--- src/rtl/rom_port_arbiter_pkg.sv ---
// Shared types for the ROM port arbiter: port indices, per-port slot states,
// latency-pipe entry layout and the address legality check.
package rom_port_arbiter_pkg;

    localparam int   NUM_PORTS = 2;
    localparam logic PORT_IF   = 1'b0;
    localparam logic PORT_LS   = 1'b1;

    typedef enum logic [1:0] {
        SLOT_IDLE = 2'd0,
        SLOT_PEND = 2'd1,
        SLOT_HOLD = 2'd2
    } slot_state_e;

    typedef struct packed {
        logic valid;
        logic port;
        logic err;
        logic kill;
    } pipe_entry_t;

    localparam int PIPE_ENTRY_W = $bits(pipe_entry_t);

    // Misaligned, or beyond the last ROM word for the given word-address width.
    function automatic logic addr_is_bad(input logic [31:0] addr, input int unsigned aw);
        return (addr[1:0] != 2'b00) || ((addr >> (aw + 2)) != 32'd0);
    endfunction

endpackage

--- src/rtl/rom_port_arbiter_if.sv ---
// One requester's request/response handshake bundle into the ROM arbiter.
interface rom_port_arbiter_if;
    logic        req_valid;
    logic        req_ready;
    logic [31:0] req_addr;
    logic        rsp_valid;
    logic        rsp_ready;
    logic [31:0] rsp_data;
    logic        rsp_err;

    modport master (
        output req_valid, req_addr, rsp_ready,
        input  req_ready, rsp_valid, rsp_data, rsp_err
    );

    modport slave (
        input  req_valid, req_addr, rsp_ready,
        output req_ready, rsp_valid, rsp_data, rsp_err
    );
endinterface

--- src/rtl/rom_rsp_slot.sv ---
// Per-port response slot: IDLE/PEND/HOLD tracking, hold register and the
// bypass mux that presents ROM data in the completion cycle.
module rom_rsp_slot
    import rom_port_arbiter_pkg::*;
(
    input  logic        i_clk,
    input  logic        i_rst_n,
    input  logic        i_grant,
    input  logic        i_done,
    input  logic        i_done_err,
    input  logic [31:0] i_rom_data,
    input  logic        i_flush,
    input  logic        i_rsp_ready,
    output logic        o_eligible,
    output logic        o_rsp_valid,
    output logic [31:0] o_rsp_data,
    output logic        o_rsp_err
);

    slot_state_e r_state;
    slot_state_e w_state_next;
    logic [31:0] r_hold_data;
    logic        r_hold_err;
    logic [31:0] w_bypass_data;

    assign w_bypass_data = i_done_err ? 32'd0 : i_rom_data;

    always_ff @(posedge i_clk or negedge i_rst_n) begin
        if (!i_rst_n) begin
            r_state <= SLOT_IDLE;
        end else begin
            r_state <= w_state_next;
        end
    end

    always_ff @(posedge i_clk or negedge i_rst_n) begin
        if (!i_rst_n) begin
            r_hold_data <= 32'd0;
            r_hold_err  <= 1'b0;
        end else if (r_state == SLOT_PEND && i_done) begin
            r_hold_data <= w_bypass_data;
            r_hold_err  <= i_done_err;
        end
    end

    always_comb begin
        w_state_next = r_state;
        o_eligible   = 1'b0;
        o_rsp_valid  = 1'b0;
        o_rsp_data   = 32'd0;
        o_rsp_err    = 1'b0;
        case (r_state)
            SLOT_IDLE: begin
                o_eligible = 1'b1;
                if (i_grant) w_state_next = SLOT_PEND;
            end
            SLOT_PEND: begin
                if (i_done) begin
                    o_rsp_valid  = 1'b1;
                    o_rsp_data   = w_bypass_data;
                    o_rsp_err    = i_done_err;
                    w_state_next = i_rsp_ready ? SLOT_IDLE : SLOT_HOLD;
                end
            end
            SLOT_HOLD: begin
                o_rsp_valid = 1'b1;
                o_rsp_data  = r_hold_data;
                o_rsp_err   = r_hold_err;
                o_eligible  = i_rsp_ready;
                if (i_rsp_ready) w_state_next = i_grant ? SLOT_PEND : SLOT_IDLE;
            end
            default: w_state_next = SLOT_IDLE;
        endcase
        // Flush drops whatever is pending or held, but a request accepted in
        // this very cycle survives.
        if (i_flush) w_state_next = i_grant ? SLOT_PEND : SLOT_IDLE;
    end

endmodule

--- src/rtl/rom_port_arbiter.sv ---
// Round-robin sharing of a single-ported synchronous ROM between instruction
// fetch and the load unit, with a fixed-latency tag pipe and per-port slots.
module rom_port_arbiter
    import rom_port_arbiter_pkg::*;
#(
    parameter int ADDR_WIDTH   = 16,
    parameter int READ_LATENCY = 1
) (
    input  logic                  i_clk,
    input  logic                  i_rst_n,
    input  logic                  i_if_flush,
    rom_port_arbiter_if.slave     if_bus,
    rom_port_arbiter_if.slave     ls_bus,
    output logic                  o_rom_en,
    output logic [ADDR_WIDTH-1:0] o_rom_addr,
    input  logic [31:0]           i_rom_data
);

    logic [NUM_PORTS-1:0] w_req_valid;
    logic [NUM_PORTS-1:0] w_rsp_ready;
    logic [NUM_PORTS-1:0] w_eligible;
    logic [NUM_PORTS-1:0] w_want;
    logic [NUM_PORTS-1:0] w_grant;
    logic [NUM_PORTS-1:0] w_done;
    logic [NUM_PORTS-1:0] w_rsp_valid;
    logic [NUM_PORTS-1:0] w_rsp_err;
    logic [31:0]          w_rsp_data [NUM_PORTS];

    logic        w_grant_any;
    logic        w_gnt_port;
    logic [31:0] w_gnt_addr;
    logic        w_gnt_err;
    logic        r_last_port;

    pipe_entry_t [READ_LATENCY-1:0] r_pipe;
    pipe_entry_t [READ_LATENCY-1:0] w_pipe_next;
    pipe_entry_t                    w_pipe_out;

    assign w_req_valid = {ls_bus.req_valid, if_bus.req_valid};
    assign w_rsp_ready = {ls_bus.rsp_ready, if_bus.rsp_ready};

    // Nothing is granted while reset is held, so the ROM stays quiet.
    assign w_want      = w_req_valid & w_eligible & {NUM_PORTS{i_rst_n}};
    assign w_grant_any = |w_want;

    always_comb begin
        w_gnt_port = PORT_IF;
        if (w_want == 2'b11) begin
            w_gnt_port = ~r_last_port;
        end else if (w_want[PORT_LS]) begin
            w_gnt_port = PORT_LS;
        end
        w_grant             = '0;
        w_grant[w_gnt_port] = w_grant_any;
    end

    assign w_gnt_addr = (w_gnt_port == PORT_LS) ? ls_bus.req_addr : if_bus.req_addr;
    assign w_gnt_err  = addr_is_bad(w_gnt_addr, ADDR_WIDTH);
    assign o_rom_en   = w_grant_any & ~w_gnt_err;
    assign o_rom_addr = o_rom_en ? w_gnt_addr[ADDR_WIDTH+1:2] : '0;

    assign if_bus.req_ready = w_grant[PORT_IF];
    assign ls_bus.req_ready = w_grant[PORT_LS];

    // Reset value points at LS so the first contested grant goes to IF.
    always_ff @(posedge i_clk or negedge i_rst_n) begin
        if (!i_rst_n) begin
            r_last_port <= PORT_LS;
        end else if (w_grant_any) begin
            r_last_port <= w_gnt_port;
        end
    end

    assign w_pipe_next[0] = '{valid: w_grant_any, port: w_gnt_port, err: w_gnt_err, kill: 1'b0};

    // An IF entry advancing during a flush is marked dead; it still walks the
    // pipe so the ROM timing stays aligned, but never completes visibly.
    for (genvar gi = 1; gi < READ_LATENCY; gi++) begin : g_pipe
        assign w_pipe_next[gi] = '{
            valid: r_pipe[gi-1].valid,
            port:  r_pipe[gi-1].port,
            err:   r_pipe[gi-1].err,
            kill:  r_pipe[gi-1].kill |
                   (i_if_flush & r_pipe[gi-1].valid & (r_pipe[gi-1].port == PORT_IF))
        };
    end

    always_ff @(posedge i_clk or negedge i_rst_n) begin
        if (!i_rst_n) begin
            r_pipe <= '0;
        end else begin
            r_pipe <= w_pipe_next;
        end
    end

    assign w_pipe_out      = r_pipe[READ_LATENCY-1];
    assign w_done[PORT_IF] = w_pipe_out.valid & ~w_pipe_out.kill & (w_pipe_out.port == PORT_IF);
    assign w_done[PORT_LS] = w_pipe_out.valid & ~w_pipe_out.kill & (w_pipe_out.port == PORT_LS);

    for (genvar gi = 0; gi < NUM_PORTS; gi++) begin : g_slot
        rom_rsp_slot u_slot (
            .i_clk       (i_clk),
            .i_rst_n     (i_rst_n),
            .i_grant     (w_grant[gi]),
            .i_done      (w_done[gi]),
            .i_done_err  (w_pipe_out.err),
            .i_rom_data  (i_rom_data),
            .i_flush     ((gi == 0) ? i_if_flush : 1'b0),
            .i_rsp_ready (w_rsp_ready[gi]),
            .o_eligible  (w_eligible[gi]),
            .o_rsp_valid (w_rsp_valid[gi]),
            .o_rsp_data  (w_rsp_data[gi]),
            .o_rsp_err   (w_rsp_err[gi])
        );
    end

    assign if_bus.rsp_valid = w_rsp_valid[PORT_IF];
    assign if_bus.rsp_data  = w_rsp_data[PORT_IF];
    assign if_bus.rsp_err   = w_rsp_err[PORT_IF];
    assign ls_bus.rsp_valid = w_rsp_valid[PORT_LS];
    assign ls_bus.rsp_data  = w_rsp_data[PORT_LS];
    assign ls_bus.rsp_err   = w_rsp_err[PORT_LS];

endmodule

--- src/flat_wrapper.sv ---
// flat-port wrapper written by rule: the top's interface ports become plain ports
module rom_port_arbiter_flat import rom_port_arbiter_pkg::*;
#(
    parameter int ADDR_WIDTH   = 16,
    parameter int READ_LATENCY = 1
)
  (i_clk, i_rst_n, i_if_flush, o_rom_en, o_rom_addr, i_rom_data, if_bus_req_valid, if_bus_req_addr, if_bus_rsp_ready, if_bus_req_ready, if_bus_rsp_valid, if_bus_rsp_data, if_bus_rsp_err, ls_bus_req_valid, ls_bus_req_addr, ls_bus_rsp_ready, ls_bus_req_ready, ls_bus_rsp_valid, ls_bus_rsp_data, ls_bus_rsp_err);
  rom_port_arbiter_if if_bus_i ();
  rom_port_arbiter_if ls_bus_i ();
  input  logic i_clk;
  input  logic i_rst_n;
  input  logic i_if_flush;
  output logic o_rom_en;
  output logic [ADDR_WIDTH-1:0] o_rom_addr;
  input  logic [31:0] i_rom_data;
  input wire logic [$bits(if_bus_i.req_valid)-1:0] if_bus_req_valid;
  input wire logic [$bits(if_bus_i.req_addr)-1:0] if_bus_req_addr;
  input wire logic [$bits(if_bus_i.rsp_ready)-1:0] if_bus_rsp_ready;
  output wire logic [$bits(if_bus_i.req_ready)-1:0] if_bus_req_ready;
  output wire logic [$bits(if_bus_i.rsp_valid)-1:0] if_bus_rsp_valid;
  output wire logic [$bits(if_bus_i.rsp_data)-1:0] if_bus_rsp_data;
  output wire logic [$bits(if_bus_i.rsp_err)-1:0] if_bus_rsp_err;
  input wire logic [$bits(ls_bus_i.req_valid)-1:0] ls_bus_req_valid;
  input wire logic [$bits(ls_bus_i.req_addr)-1:0] ls_bus_req_addr;
  input wire logic [$bits(ls_bus_i.rsp_ready)-1:0] ls_bus_rsp_ready;
  output wire logic [$bits(ls_bus_i.req_ready)-1:0] ls_bus_req_ready;
  output wire logic [$bits(ls_bus_i.rsp_valid)-1:0] ls_bus_rsp_valid;
  output wire logic [$bits(ls_bus_i.rsp_data)-1:0] ls_bus_rsp_data;
  output wire logic [$bits(ls_bus_i.rsp_err)-1:0] ls_bus_rsp_err;
  assign if_bus_i.req_valid = if_bus_req_valid;
  assign if_bus_i.req_addr = if_bus_req_addr;
  assign if_bus_i.rsp_ready = if_bus_rsp_ready;
  assign if_bus_req_ready = if_bus_i.req_ready;
  assign if_bus_rsp_valid = if_bus_i.rsp_valid;
  assign if_bus_rsp_data = if_bus_i.rsp_data;
  assign if_bus_rsp_err = if_bus_i.rsp_err;
  assign ls_bus_i.req_valid = ls_bus_req_valid;
  assign ls_bus_i.req_addr = ls_bus_req_addr;
  assign ls_bus_i.rsp_ready = ls_bus_rsp_ready;
  assign ls_bus_req_ready = ls_bus_i.req_ready;
  assign ls_bus_rsp_valid = ls_bus_i.rsp_valid;
  assign ls_bus_rsp_data = ls_bus_i.rsp_data;
  assign ls_bus_rsp_err = ls_bus_i.rsp_err;
  rom_port_arbiter #(.ADDR_WIDTH(ADDR_WIDTH), .READ_LATENCY(READ_LATENCY)) u_core (.i_clk(i_clk), .i_rst_n(i_rst_n), .i_if_flush(i_if_flush), .if_bus(if_bus_i), .ls_bus(ls_bus_i), .o_rom_en(o_rom_en), .o_rom_addr(o_rom_addr), .i_rom_data(i_rom_data));
endmodule
--- config.mk ---
export PLATFORM = sky130hd
export DESIGN_NAME = rom_port_arbiter_flat
export DESIGN_NICKNAME = d
export VERILOG_FILES = /design/src/rtl/rom_port_arbiter_pkg.sv /design/src/rtl/rom_port_arbiter_if.sv /design/src/rtl/rom_rsp_slot.sv /design/src/rtl/rom_port_arbiter.sv /design/src/flat_wrapper.sv
export SDC_FILE = /design/constraint.sdc
export NUM_CORES = 1
export LEC_CHECK = 0
export BUFFER_PORTS_ARGS = -buffer_cell sky130_fd_sc_hd__buf_2
export CAP_MARGIN = 0
export CORE_ASPECT_RATIO = 1.75
export CORE_MARGIN = 2
export CORE_UTILIZATION = 45
export CTS_BUF_LIST = sky130_fd_sc_hd__clkbuf_16
export CTS_CLUSTER_DIAMETER = 40
export CTS_CLUSTER_SIZE = 8
export DETAILED_ROUTE_END_ITERATION = 6
export MAX_ROUTING_LAYER = met4
export PLACE_DENSITY = 0.82
export SLEW_MARGIN = 10
export SYNTH_ARGS = -nofsm -noshare
export SYNTH_HDL_FRONTEND = slang
export SYNTH_HIERARCHICAL = 1
export SYNTH_SLANG_ARGS = --single-unit
--- constraint.sdc ---
create_clock -name i_clk -period 2.41 [get_ports i_clk]
set_input_delay 0.241 -clock i_clk [delete_from_list [all_inputs] [get_ports i_clk]]
set_output_delay 0.241 -clock i_clk [all_outputs]
set_load 0.01 [all_outputs]
==> run_results.csv, run 1 <==
group,metric,value,unit
worst_setup_path,r2r_setup_slack,0.35,ns
worst_setup_path,start_kind,"register",
global_routing,grt_first_pass_wirelength,23.5,mm
worst_setup_path,critical_path.endpoint_type,"output pin",
worst_setup_path,worstSetupPathType,"register to output pin",
global_routing,grt_start_max_net_pins,76,
synthesis,synth_edf_count,0,
power,clkPwrFrac,0.243,
clock_network,clk_pin_slew,0.05,ns
global_routing,antenna_found_initial,0,
route,post_drt_wl_per_cell,16.8,um
clock_network,root_buffer,"clkbuf_16",
power,switching_share,0.363,
synthesis,syn_inst,585,
timing,finalSetupViolCount,0,
timing,worstMarginPinSlew,0.980,ns
die,die_w,82.4,um
die,rows,50,
die,die_area,11600,um2
layout,syn2layout_area_growth,25.1,%
route,via_per_inst,5.68,
timing,final_max_slew_viol_count,0,
timing,finalCritPeriodShare,0.944,
synthesis,yosysTopAreaCell,"dfrtp_1",
synthesis,netlist-cell-type-count,43,
placement,dp_hpwl,10.2,mm
route,drt_wl_total,14.9,mm
clock_network,cts.path.max_buffers,2,
placement,io_buffers,189,
layout,multi_input_area,2620,um2
synthesis,yosysMostFrequentCell,"nand2_1",
route,drc,0,
synthesis,synth_area_leaders,"dfrtp_1, a32oi_1, nand2_1, nor2b_1, o21ai_0",
synthesis,async_flop_share,1.00,
timing,max_freq,0.439,GHz
synthesis,synth.cell_area,4840,um2
layout,postLayoutCoreUtil,0.572,
power,p_per_area,790,nW/um2
clock_network,clock_latency,0.33,ns
timing,rsz0062_at_grt,"no",
timing,finalHoldViolCount,0,
route,postRouteAntennaNets,0,
die,io_pins,190,
global_routing,grt_pass1_vias,4772,
power,finalPower,0.00478,W
die,core_area,10600,um2
power,seqPwrFrac,0.393,
route,drt_iter0_markers,368,
layout,final.fill_count,1012,
timing,relSlewSlack,0.347,
placement,place_congestion,0.892,
clock_network,h-tree-depth,3,
synthesis,synth.avg_cell_area,8.27,um2
timing,fin_ws,0.134,ns
die,start_util,0.458,
timing,fin_skew,0.00485,ns
layout,drive_gt1_frac,0.322,
power,comb_power_share,0.365,
timing,final.min_clock_period,2.28,ns
synthesis,synthFlopType,"dfrtp_1",
worst_hold_path,hold_class,"input port to register",
synthesis,ys_seq_elements,74,
clock_network,cts_buffers,9,
run,cap_viol_max_count,0,
worst_setup_path,crit_arrival,2.03,ns
run_status,status,"completed",
placement,placed_cell_area,5740,um2
power,p_switching,0.00173,W
power,power.leakage,2.74,nW
clock_network,clock_sinks,74,
synthesis,ys_seq_area_frac,0.383,
layout,num_antenna_cells,0,
placement,place_ws,0.147,ns
worst_setup_path,cp.required,2.17,ns
route,vias,5039,
layout,fin_area,6050,um2
layout,layout.nets,866,
global_routing,grt_usage,0.270,
die,die_height,141,um
worst_setup_path,cp_max_fo,18,
power,p_int,0.00304,W
clock_network,tritoncts,"done",
clock_network,holdBufCountCts,0,
timing,fin_tns_setup,0,ns
synthesis,yosysTopAreaCellShare,0.378,
synthesis,netlist_top_cells_count,"nand2_1, dfrtp_1, nor2b_1",
synthesis,yosysWarningCount,6,
power,vdd_drop_max,0.501,mV
route,drtPass1Iterations,6,
layout,regArea,1850,um2
global_routing,grt_overflow,0,
==> layout make-up <==
class | count | share of cell area
repair buffers | 207 | 0.185
flip-flops and latches | 74 | 0.306
multi-input cells | 451 | 0.432
clock buffers | 9 | 0.0372
clock inverters | 6 | 0.00455
well taps | 130 | 0.0269
inverters | 10 | 0.00744
==> what timing repair did <==
action / in CTS / in global routing
gates cloned: 0 / 1
pin swaps: 0 / 2
buffers inserted: 1 / 2
gates resized for setup: 5 / 9
endpoints found under the setup margin: 16 / 17
==> registers in the layout (all words and copies together) (netlist names) <==
signal,cells
u_core/g_slot.u_slot/r_hold_data,64
u_core/g_slot.u_slot/r_state,4
u_core/r_pipe,3
u_core/g_slot.u_slot/r_hold_err,2
u_core/r_last_port,1
==> through the flow <==
| step | hold WS (ns) | cells |
|---|---|---|
| 6_report | 0.130 | 887 |
| 5_1_grt | 0.143 | 887 |
| 4_1_cts | 0.125 | 884 |
| 3_5_place_dp | 0.472 | 868 |
| 3_3_place_gp | 0.459 | 868 |
| 2_1_floorplan | -0.0546 | 589 |
==> worst max-delay path, cell delays in order (launching register included) <==
cell and delay [ns]:
dfrtp_1 0.43, inv_2 0.09, ha_1 0.16, a21o_1 0.14
and3_4 0.22, nand2_4 0.10, inv_8 0.12, nand3_1 0.11
a21oi_2 0.18, buf_2 0.15
==> final timing paths <==
kind                                                         startpoint                                       to  depth (start not counted)
worst max-delay path                 u_core/g_slot[1].u_slot/r_state[0]                           o_rom_addr[12]                          9
worst min register to register  u_core/g_slot[1].u_slot/r_hold_data[29]  u_core/g_slot[1].u_slot/r_hold_data[29]                          2
worst min-delay path                                         i_if_flush       u_core/g_slot[0].u_slot/r_state[1]                          2
min in group asynchronous                                       i_rst_n                         u_core/r_pipe[3]                          2
max in group asynchronous                                       i_rst_n  u_core/g_slot[1].u_slot/r_hold_data[28]                          2
worst max register to register       u_core/g_slot[1].u_slot/r_state[0]       u_core/g_slot[1].u_slot/r_state[0]                         10
==> layer usage <==
metal  track usage  vias to the layer above  wire, um
li1              -                     2412         -
met1         0.305                     2390      5560
met2         0.470                      217      8150
met3        0.0410                       20       844
met4        0.0974                        0       314
met5             -                        -         0
==> power by group through the flow <==
stage / registers [W] / clock network (W) / logic [W]
2_1_floorplan: 0.00183 / 0 / 0.00122
3_3_place_gp: 0.00187 / 0 / 0.00162
3_5_place_dp: 0.00190 / 0 / 0.00166
4_1_cts: 0.00187 / 0.00118 / 0.00170
5_1_grt: 0.00192 / 0.00124 / 0.00193
6_report: 0.00188 / 0.00116 / 0.00174
==> placed cells by master, fill, tap and decap left out, drive strengths merged, types with 8 or more instances in the layout <==
cell type / n
a21oi: 18
inv: 12
dfrtp: 73
o21ai: 66
clkbuf: 9
a32oi: 62
nor4: 8
nand3: 35
buf: 207
nand2: 139
nor2b: 67
ha: 10
==> cells by family after synthesis <==
group	synth area share
adder cells (fa/ha/maj)	0.0259
buffers and inverters	0.0871
AND/OR/NAND/NOR	0.272
flip-flops	0.383
multiplexers	0.00207
AO/OA/AOI/OAI	0.229
other	0.000775
No activity file was read; power rests on OpenSTA's default activity.
==> run 2: changes to the inputs <==
--- a/config.mk
+++ b/config.mk
@@ -16,6 +16,7 @@
 export DETAILED_ROUTE_END_ITERATION = 6
 export MAX_ROUTING_LAYER = met4
 export PLACE_DENSITY = 0.82
+export REMOVE_ABC_BUFFERS = 1
 export SLEW_MARGIN = 10
 export SYNTH_ARGS = -nofsm -noshare
 export SYNTH_HDL_FRONTEND = slang
==> run 2 against run 1 <==
  * Count of clock-buffer cells in the layout unchanged
  * Critical path type unchanged
  * Flip-flop and latch count unchanged
  * Die area unchanged
  * Highest routed layer unchanged
  * Sequential share of layout area down 0.49 points
  * Largest cell class unchanged
  * Final area up 1.7%
  * Sequential power about the same
==> run_results.csv, run 2 (synthesized netlist as in run 1, its figures left out) <==
group,metric,value,unit
run_status,status,"completed",
layout,final_cell_mix,"buf_2, nand2_1, dfrtp_1",
layout,syn2layout_area_growth,27.2,%
route,drc,0,
layout,num_antenna_cells,0,
die,die_height,141,um
placement,io_buffers,189,
timing,final.min_clock_period,2.28,ns
layout,top_regs,"u_core/g_slot.u_slot/r_hold_data (64), u_core/g_slot.u_slot/r_state (4), u_core/r_pipe (3)",
timing,final_max_slew_viol_count,0,
worst_setup_path,crit_chain,"inv_1 -> ha_1 -> a21o_1 -> and3_4 -> nand2_8 -> clkinv_8 -> nand3_1 -> a21oi_1 -> buf_2",
timing,fin_ws,0.129,ns
placement,place_ws,0.0943,ns
worst_setup_path,crit-reg2reg-capture,"u_core/g_slot[0].u_slot/r_state[0]",
placement,dp_hpwl,9.91,mm
worst_setup_path,r2r_setup_slack,0.36,ns
worst_setup_path,start_kind,"register",
power,power.leakage,2.76,nW
die,die_w,82.4,um
layout,regMostFlops,"u_core/g_slot.u_slot/r_hold_data",
worst_hold_path,hold_path.startpoint,"i_if_flush",
die,rows,50,
worst_setup_path,critical_path.endpoint_type,"output pin",
clock_network,tritoncts,"done",
worst_hold_path,hold_class,"input port to register",
timing,relSlewSlack,0.345,
worst_setup_path,crit_arrival,2.04,ns
power,finalPower,0.00517,W
global_routing,antenna_found_initial,0,
worst_hold_path,hold_end,"u_core/g_slot[0].u_slot/r_state[1]",
route,vias,5027,
timing,fin_skew,0.00715,ns
power,p_per_area,839,nW/um2
timing,worstMarginPinSlew,0.983,ns
die,core_area,10600,um2
timing,max_freq,0.438,GHz
layout,mostFrequentLayoutCell,"buf_2",
worst_setup_path,cp_max_fo,18,
timing,finalSetupViolCount,0,
worst_setup_path,rr_startpoint,"u_core/g_slot[1].u_slot/r_state[1]",
worst_hold_path,worstHoldPathCells,2,
clock_network,h-tree-depth,3,
clock_network,clock_sinks,74,
worst_setup_path,critPathMaxStageDelay,0.40,ns
worst_setup_path,cp_slowest_cell,"dfrtp_1",
route,drtPass1Iterations,5,
clock_network,clk_pin_slew,0.06,ns
worst_setup_path,cp.required,2.17,ns
worst_setup_path,worstSetupPathType,"register to output pin",
global_routing,grt_pass1_vias,4622,
worst_setup_path,critPathBufInv,3,
layout,drive_gt1_frac,0.316,
layout,final.fill_count,946,
clock_network,root_buffer,"clkbuf_16",
worst_setup_path,cp_top_family,"simple AND/OR/NAND/NOR gates",
route,post_drt_wl_per_cell,16.3,um
clock_network,cts.path.max_buffers,2,
global_routing,grt_overflow,0,
die,die_area,11600,um2
global_routing,grt_start_max_net_pins,76,
timing,rsz0062_at_grt,"no",
placement,place_congestion,0.880,
clock_network,cts_buffers,9,
timing,hold-worst-slack,0.138,ns
layout,layout.nets,864,
layout,largest_reg_flops,64,
route,drt_wl_total,14.5,mm
global_routing,grt_first_pass_wirelength,22.2,mm
route,drt_iter0_markers,349,
clock_network,clock_latency,0.33,ns
route,postRouteAntennaNets,0,
global_routing,grt_usage,0.253,
run,cap_viol_max_count,0,
timing,finalHoldViolCount,0,
power,vdd_drop_max,0.595,mV
die,start_util,0.458,
die,io_pins,190,
worst_setup_path,reg2regPathDepth,10,
route,via_per_inst,5.67,
timing,finalCritPeriodShare,0.947,
[run 2: cell count changes in the layout (fill, tap and decap cells not counted), moves of 3 or more]
| cell | delta |
|---|---|
| buf_4 | -3 |
| bufinv_16 | +3 |
| clkinv_2 | -4 |
| inv_2 | -3 |
[run 2: worst max path at each step]
stage                                  startpoint                                  to  slack [ns]  depth (start not counted)
6_report       u_core/g_slot[1].u_slot/r_state[1]                      o_rom_addr[15]        0.13                          9
5_1_grt        u_core/g_slot[1].u_slot/r_state[1]                      o_rom_addr[11]       0.005                          9
4_1_cts        u_core/g_slot[1].u_slot/r_state[0]                            o_rom_en        0.04                          8
3_5_place_dp   u_core/g_slot[1].u_slot/r_state[1]  u_core/g_slot[0].u_slot/r_state[1]        0.09                         10
3_3_place_gp   u_core/g_slot[0].u_slot/r_state[0]  u_core/g_slot[0].u_slot/r_state[0]        0.18                         10
2_1_floorplan  u_core/g_slot[1].u_slot/r_state[0]  u_core/g_slot[0].u_slot/r_state[0]       -0.30                         10
[run 2: per-layer routing]
| layer | vias up | global-route usage | wire length [um] |
|---|---|---|---|
| met1 | 2352 | 0.280 | 5270 |
| met5 | - | - | 0 |
| met3 | 25 | 0.0314 | 849 |
| met4 | 0 | 0.104 | 370 |
| met2 | 248 | 0.444 | 7990 |
| li1 | 2402 | - | - |
[run 2: area by class of cell]
class	instances	area [um2]	share of cell area
multi-input cells	451	2630	0.427
flip-flops and latches	74	1850	0.301
repair buffers	205	1120	0.182
clock buffers	9	225	0.0366
well taps	130	163	0.0264
clock inverters	7	119	0.0193
inverters	10	50.0	0.00813
[run 2: power by group]
group | switching [W] | total (W) | internal, W
Clock | 0.000510 | 0.00152 | 0.00101
Combinational | 0.00103 | 0.00176 | 0.000737
Sequential | 0.000232 | 0.00188 | 0.00165
Total | 0.00177 | 0.00517 | 0.00340
[run 2: stage by stage]
step / util / area, um2 / TNS (ns) / instances
after floorplan: - / 4470 / -2.62 / 534
after global placement: 0.544 / 5750 / 0 / 868
after detailed placement: 0.544 / 5750 / 0 / 868
after CTS: 0.578 / 6110 / 0 / 885
after global routing: 0.582 / 6150 / 0 / 886
final: 0.582 / 6150 / 0 / 886
[run 2: repair_timing]
action	CTS	global route
pin swaps	1	0
cloned	1	0
resized for setup	5	7
endpoints found under the hold margin	0	0
endpoints found under the setup margin	17	17
hold buffers	0	0
setup buffers	0	1
==> run 3: changes to the inputs <==
--- a/config.mk
+++ b/config.mk
@@ -7,18 +7,18 @@
 export LEC_CHECK = 0
 export BUFFER_PORTS_ARGS = -buffer_cell sky130_fd_sc_hd__buf_2
 export CAP_MARGIN = 0
+export CELL_PAD_IN_SITES_DETAIL_PLACEMENT = 2
+export CELL_PAD_IN_SITES_GLOBAL_PLACEMENT = 2
 export CORE_ASPECT_RATIO = 1.75
 export CORE_MARGIN = 2
-export CORE_UTILIZATION = 45
+export CORE_UTILIZATION = 24
 export CTS_BUF_LIST = sky130_fd_sc_hd__clkbuf_16
 export CTS_CLUSTER_DIAMETER = 40
-export CTS_CLUSTER_SIZE = 8
 export DETAILED_ROUTE_END_ITERATION = 6
 export MAX_ROUTING_LAYER = met4
-export PLACE_DENSITY = 0.82
+export PLACE_DENSITY = 0.81
 export REMOVE_ABC_BUFFERS = 1
 export SLEW_MARGIN = 10
 export SYNTH_ARGS = -nofsm -noshare
 export SYNTH_HDL_FRONTEND = slang
-export SYNTH_HIERARCHICAL = 1
 export SYNTH_SLANG_ARGS = --single-unit
==> run 3 against run 2 <==
  * Critical endpoint is now o_rom_addr[5]
  * Maximum frequency down 0.12%
  * Synthesized area decreased by 9.1%
  * Sequential power about the same
  * Clock skew grew 0.0035 ns
  * Sequential share of layout area grew 0.66 points
  * Global-route usage is 7.5 points lower
  * Worst hold slack improved by 0.079 ns
  * Clock power about the same
  * Highest routed layer unchanged
  * Critical path type unchanged
==> run_results.csv, run 3 <==
group,metric,value,unit
worst_hold_path,worstHoldPathCells,3,
layout,mostFrequentLayoutCell,"buf_2",
clock_network,clk_pin_slew,0.07,ns
layout,final_cell_mix,"buf_2, nand2_1, dfrtp_1",
layout,largest_reg_flops,64,
power,seqPwrFrac,0.387,
synthesis,ys_seq_area_frac,0.421,
worst_setup_path,crit_arrival,2.04,ns
die,die_area,19500,um2
worst_setup_path,cp_max_fo,8,
layout,num_antenna_cells,0,
power,clkPwrFrac,0.316,
clock_network,h-tree-depth,3,
die,die_w,106,um
timing,final.min_clock_period,2.28,ns
worst_setup_path,cp.required,2.17,ns
die,die_height,183,um
timing,final_max_slew_viol_count,0,
power,p_switching,0.00160,W
timing,fin_skew,0.0106,ns
synthesis,ys_seq_elements,74,
clock_network,cts_buffers,9,
timing,worstMarginPinSlew,0.650,ns
clock_network,clock_latency,0.33,ns
synthesis,yosysTopAreaCellShare,0.415,
synthesis,synthFlopType,"dfrtp_1",
layout,drive_gt1_frac,0.325,
synthesis,synth.cell_area,4400,um2
run,cap_viol_max_count,0,
layout,top_regs,"u_core.g_slot.u_slot.r_hold_data (64), u_core.g_slot.u_slot.r_state (4), u_core.r_pipe (3)",
die,core_area,18000,um2
synthesis,netlist_top_cells_count,"nand2_1, dfrtp_1, o21ai_0",
layout,regMostFlops,"u_core.g_slot.u_slot.r_hold_data",
timing,max_freq,0.438,GHz
global_routing,grt_usage,0.178,
power,vdd_drop_max,0.362,mV
global_routing,grt_start_max_net_pins,98,
synthesis,synth_edf_count,0,
global_routing,grt_first_pass_wirelength,26.0,mm
global_routing,grt_pass1_vias,5180,
clock_network,clock_sinks,74,
clock_network,tritoncts,"done",
timing,finalHoldViolCount,0,
route,post_drt_wl_per_cell,17.3,um
worst_hold_path,hold_class,"input port to register",
synthesis,netlist-cell-type-count,38,
synthesis,synth_area_leaders,"dfrtp_1, o21ai_0, nand2_1, a21o_1, and2_1",
synthesis,yosysWarningCount,0,
route,drt_wl_total,16.5,mm
run_status,status,"completed",
placement,dp_hpwl,12.2,mm
placement,io_buffers,189,
timing,finalCritPeriodShare,0.948,
synthesis,synth.avg_cell_area,8.28,um2
layout,final.fill_count,2102,
synthesis,yosysMostFrequentCell,"nand2_1",
route,drc,0,
power,p_per_area,809,nW/um2
synthesis,yosysTopAreaCell,"dfrtp_1",
timing,rsz0062_at_grt,"yes",
clock_network,cts.path.max_buffers,2,
clock_network,root_buffer,"clkbuf_16",
timing,relSlewSlack,0.567,
power,p_int,0.00328,W
die,start_util,0.245,
route,vias,4568,
route,postRouteAntennaNets,0,
worst_setup_path,reg2regPathDepth,7,
global_routing,antenna_found_initial,0,
worst_setup_path,worstSetupPathType,"register to output pin",
timing,fin_tns_setup,0,ns
synthesis,syn_inst,531,
power,power.leakage,3.03,nW
synthesis,async_flop_share,1.00,
layout,syn2layout_area_growth,36.9,%
layout,layout.nets,823,
placement,place_congestion,0.895,
route,drt_iter0_markers,129,
worst_setup_path,start_kind,"register",
die,rows,65,
timing,finalSetupViolCount,0,
die,io_pins,190,
power,comb_power_share,0.297,
route,via_per_inst,4.80,
power,switching_share,0.328,
route,drtPass1Iterations,4,
worst_setup_path,critical_path.endpoint_type,"output pin",
global_routing,grt_overflow,0,
layout,postLayoutCoreUtil,0.335,
[run 3: changes by cell type after synthesis, moves of 26 or more]
cell / previous run / this run
a21o_1: 2 / 34
a32oi_1: 62 / 0
and2_1: 3 / 33
nand2_1: 136 / 80
nand2b_1: 6 / 32
nand3_1: 34 / 4
nor2_1: 4 / 37
nor2b_1: 67 / 33
[run 3: power groups by stage]
stage / Clock [W] / Combinational [W] / Sequential (W)
global placement: 0 / 0.00140 / 0.00187
global route: 0.00164 / 0.00164 / 0.00195
CTS: 0.00159 / 0.00146 / 0.00188
detailed placement: 0 / 0.00145 / 0.00191
finish: 0.00154 / 0.00145 / 0.00189
floorplan: 0 / 0.000873 / 0.00183
[run 3: final cells by class]
class                           instances  area (um2)  area share
Multi-Input combinational cell        411        2380       0.395
Sequential cell                        74        1850       0.308
Timing Repair Buffer                  206        1120       0.187
Tap cell                              234         293      0.0486
Clock buffer                            9         225      0.0374
Clock inverter                          7         109      0.0181
Inverter                               10        37.5     0.00624
[run 3: critical path: stages, from the launching register on]
cell	delay, ns
dfrtp_1	0.41
inv_1	0.11
ha_2	0.20
a21oi_2	0.08
or2_4	0.27
nor3_4	0.19
buf_6	0.18
a22o_1	0.13
buf_2	0.13
[run 3: through the flow]
stage          hold slack, ns  instance area, um2  power [W]  instances  worst slack [ns]
4_1_cts                 0.209                5960    0.00493        948            0.0181
3_5_place_dp            0.361                5590    0.00336        930             0.206
2_1_floorplan         -0.0546                4230    0.00271        495            -0.280
6_report                0.217                6020    0.00487        951             0.126
5_1_grt                 0.228                6020    0.00523        951          -0.00588
3_3_place_gp            0.356                5590    0.00327        930             0.268
[run 3: timing repair]
| action | 4_1_cts | 5_1_grt |
|---|---|---|
| pin swaps | 1 | 3 |
| hold endpoints to repair | 2 | 0 |
| setup buffers | 1 | 2 |
| gates cloned | 0 | 1 |
| endpoints found under the setup margin | 17 | 20 |
| resized for setup | 0 | 12 |
| hold buffers | 1 | 0 |
[run 3: final timing paths]
check | slack [ns] | start | to
min | 0.22 | i_rom_data[8] | u_core.g_slot[0].u_slot.r_hold_data[8]
max in group asynchronous | 1.28 | i_rst_n | u_core.g_slot[0].u_slot.r_hold_data[25]
min reg2reg | 0.48 | u_core.g_slot[1].u_slot.r_hold_data[10] | u_core.g_slot[1].u_slot.r_hold_data[10]
min in group asynchronous | 0.57 | i_rst_n | u_core.g_slot[1].u_slot.r_state[1]
max reg2reg | 0.56 | u_core.g_slot[1].u_slot.r_state[0] | u_core.g_slot[1].u_slot.r_state[1]
max | 0.13 | u_core.g_slot[0].u_slot.r_state[0] | o_rom_addr[5]
[run 3: cells by family after synthesis]
kind of cell | count (synthesis) | share of synthesized area
AND/OR/NAND/NOR | 238 | 0.277
AO/OA/AOI/OAI | 164 | 0.230
flip-flops | 74 | 0.421
buffers and inverters | 46 | 0.0470
adder cells (fa/ha/maj) | 8 | 0.0228
multiplexers | 1 | 0.00228
[run 3: routing by layer]
metal | up-vias | part of all wire | track usage | wire, um
li1 | 2147 | - | - | -
met1 | 2246 | 0.35 | 0.169 | 5700
met2 | 147 | 0.58 | 0.352 | 9610
met3 | 28 | 0.037 | 0.0259 | 615
met4 | 0 | 0.033 | 0.0679 | 545
met5 | - | 0 | - | 0
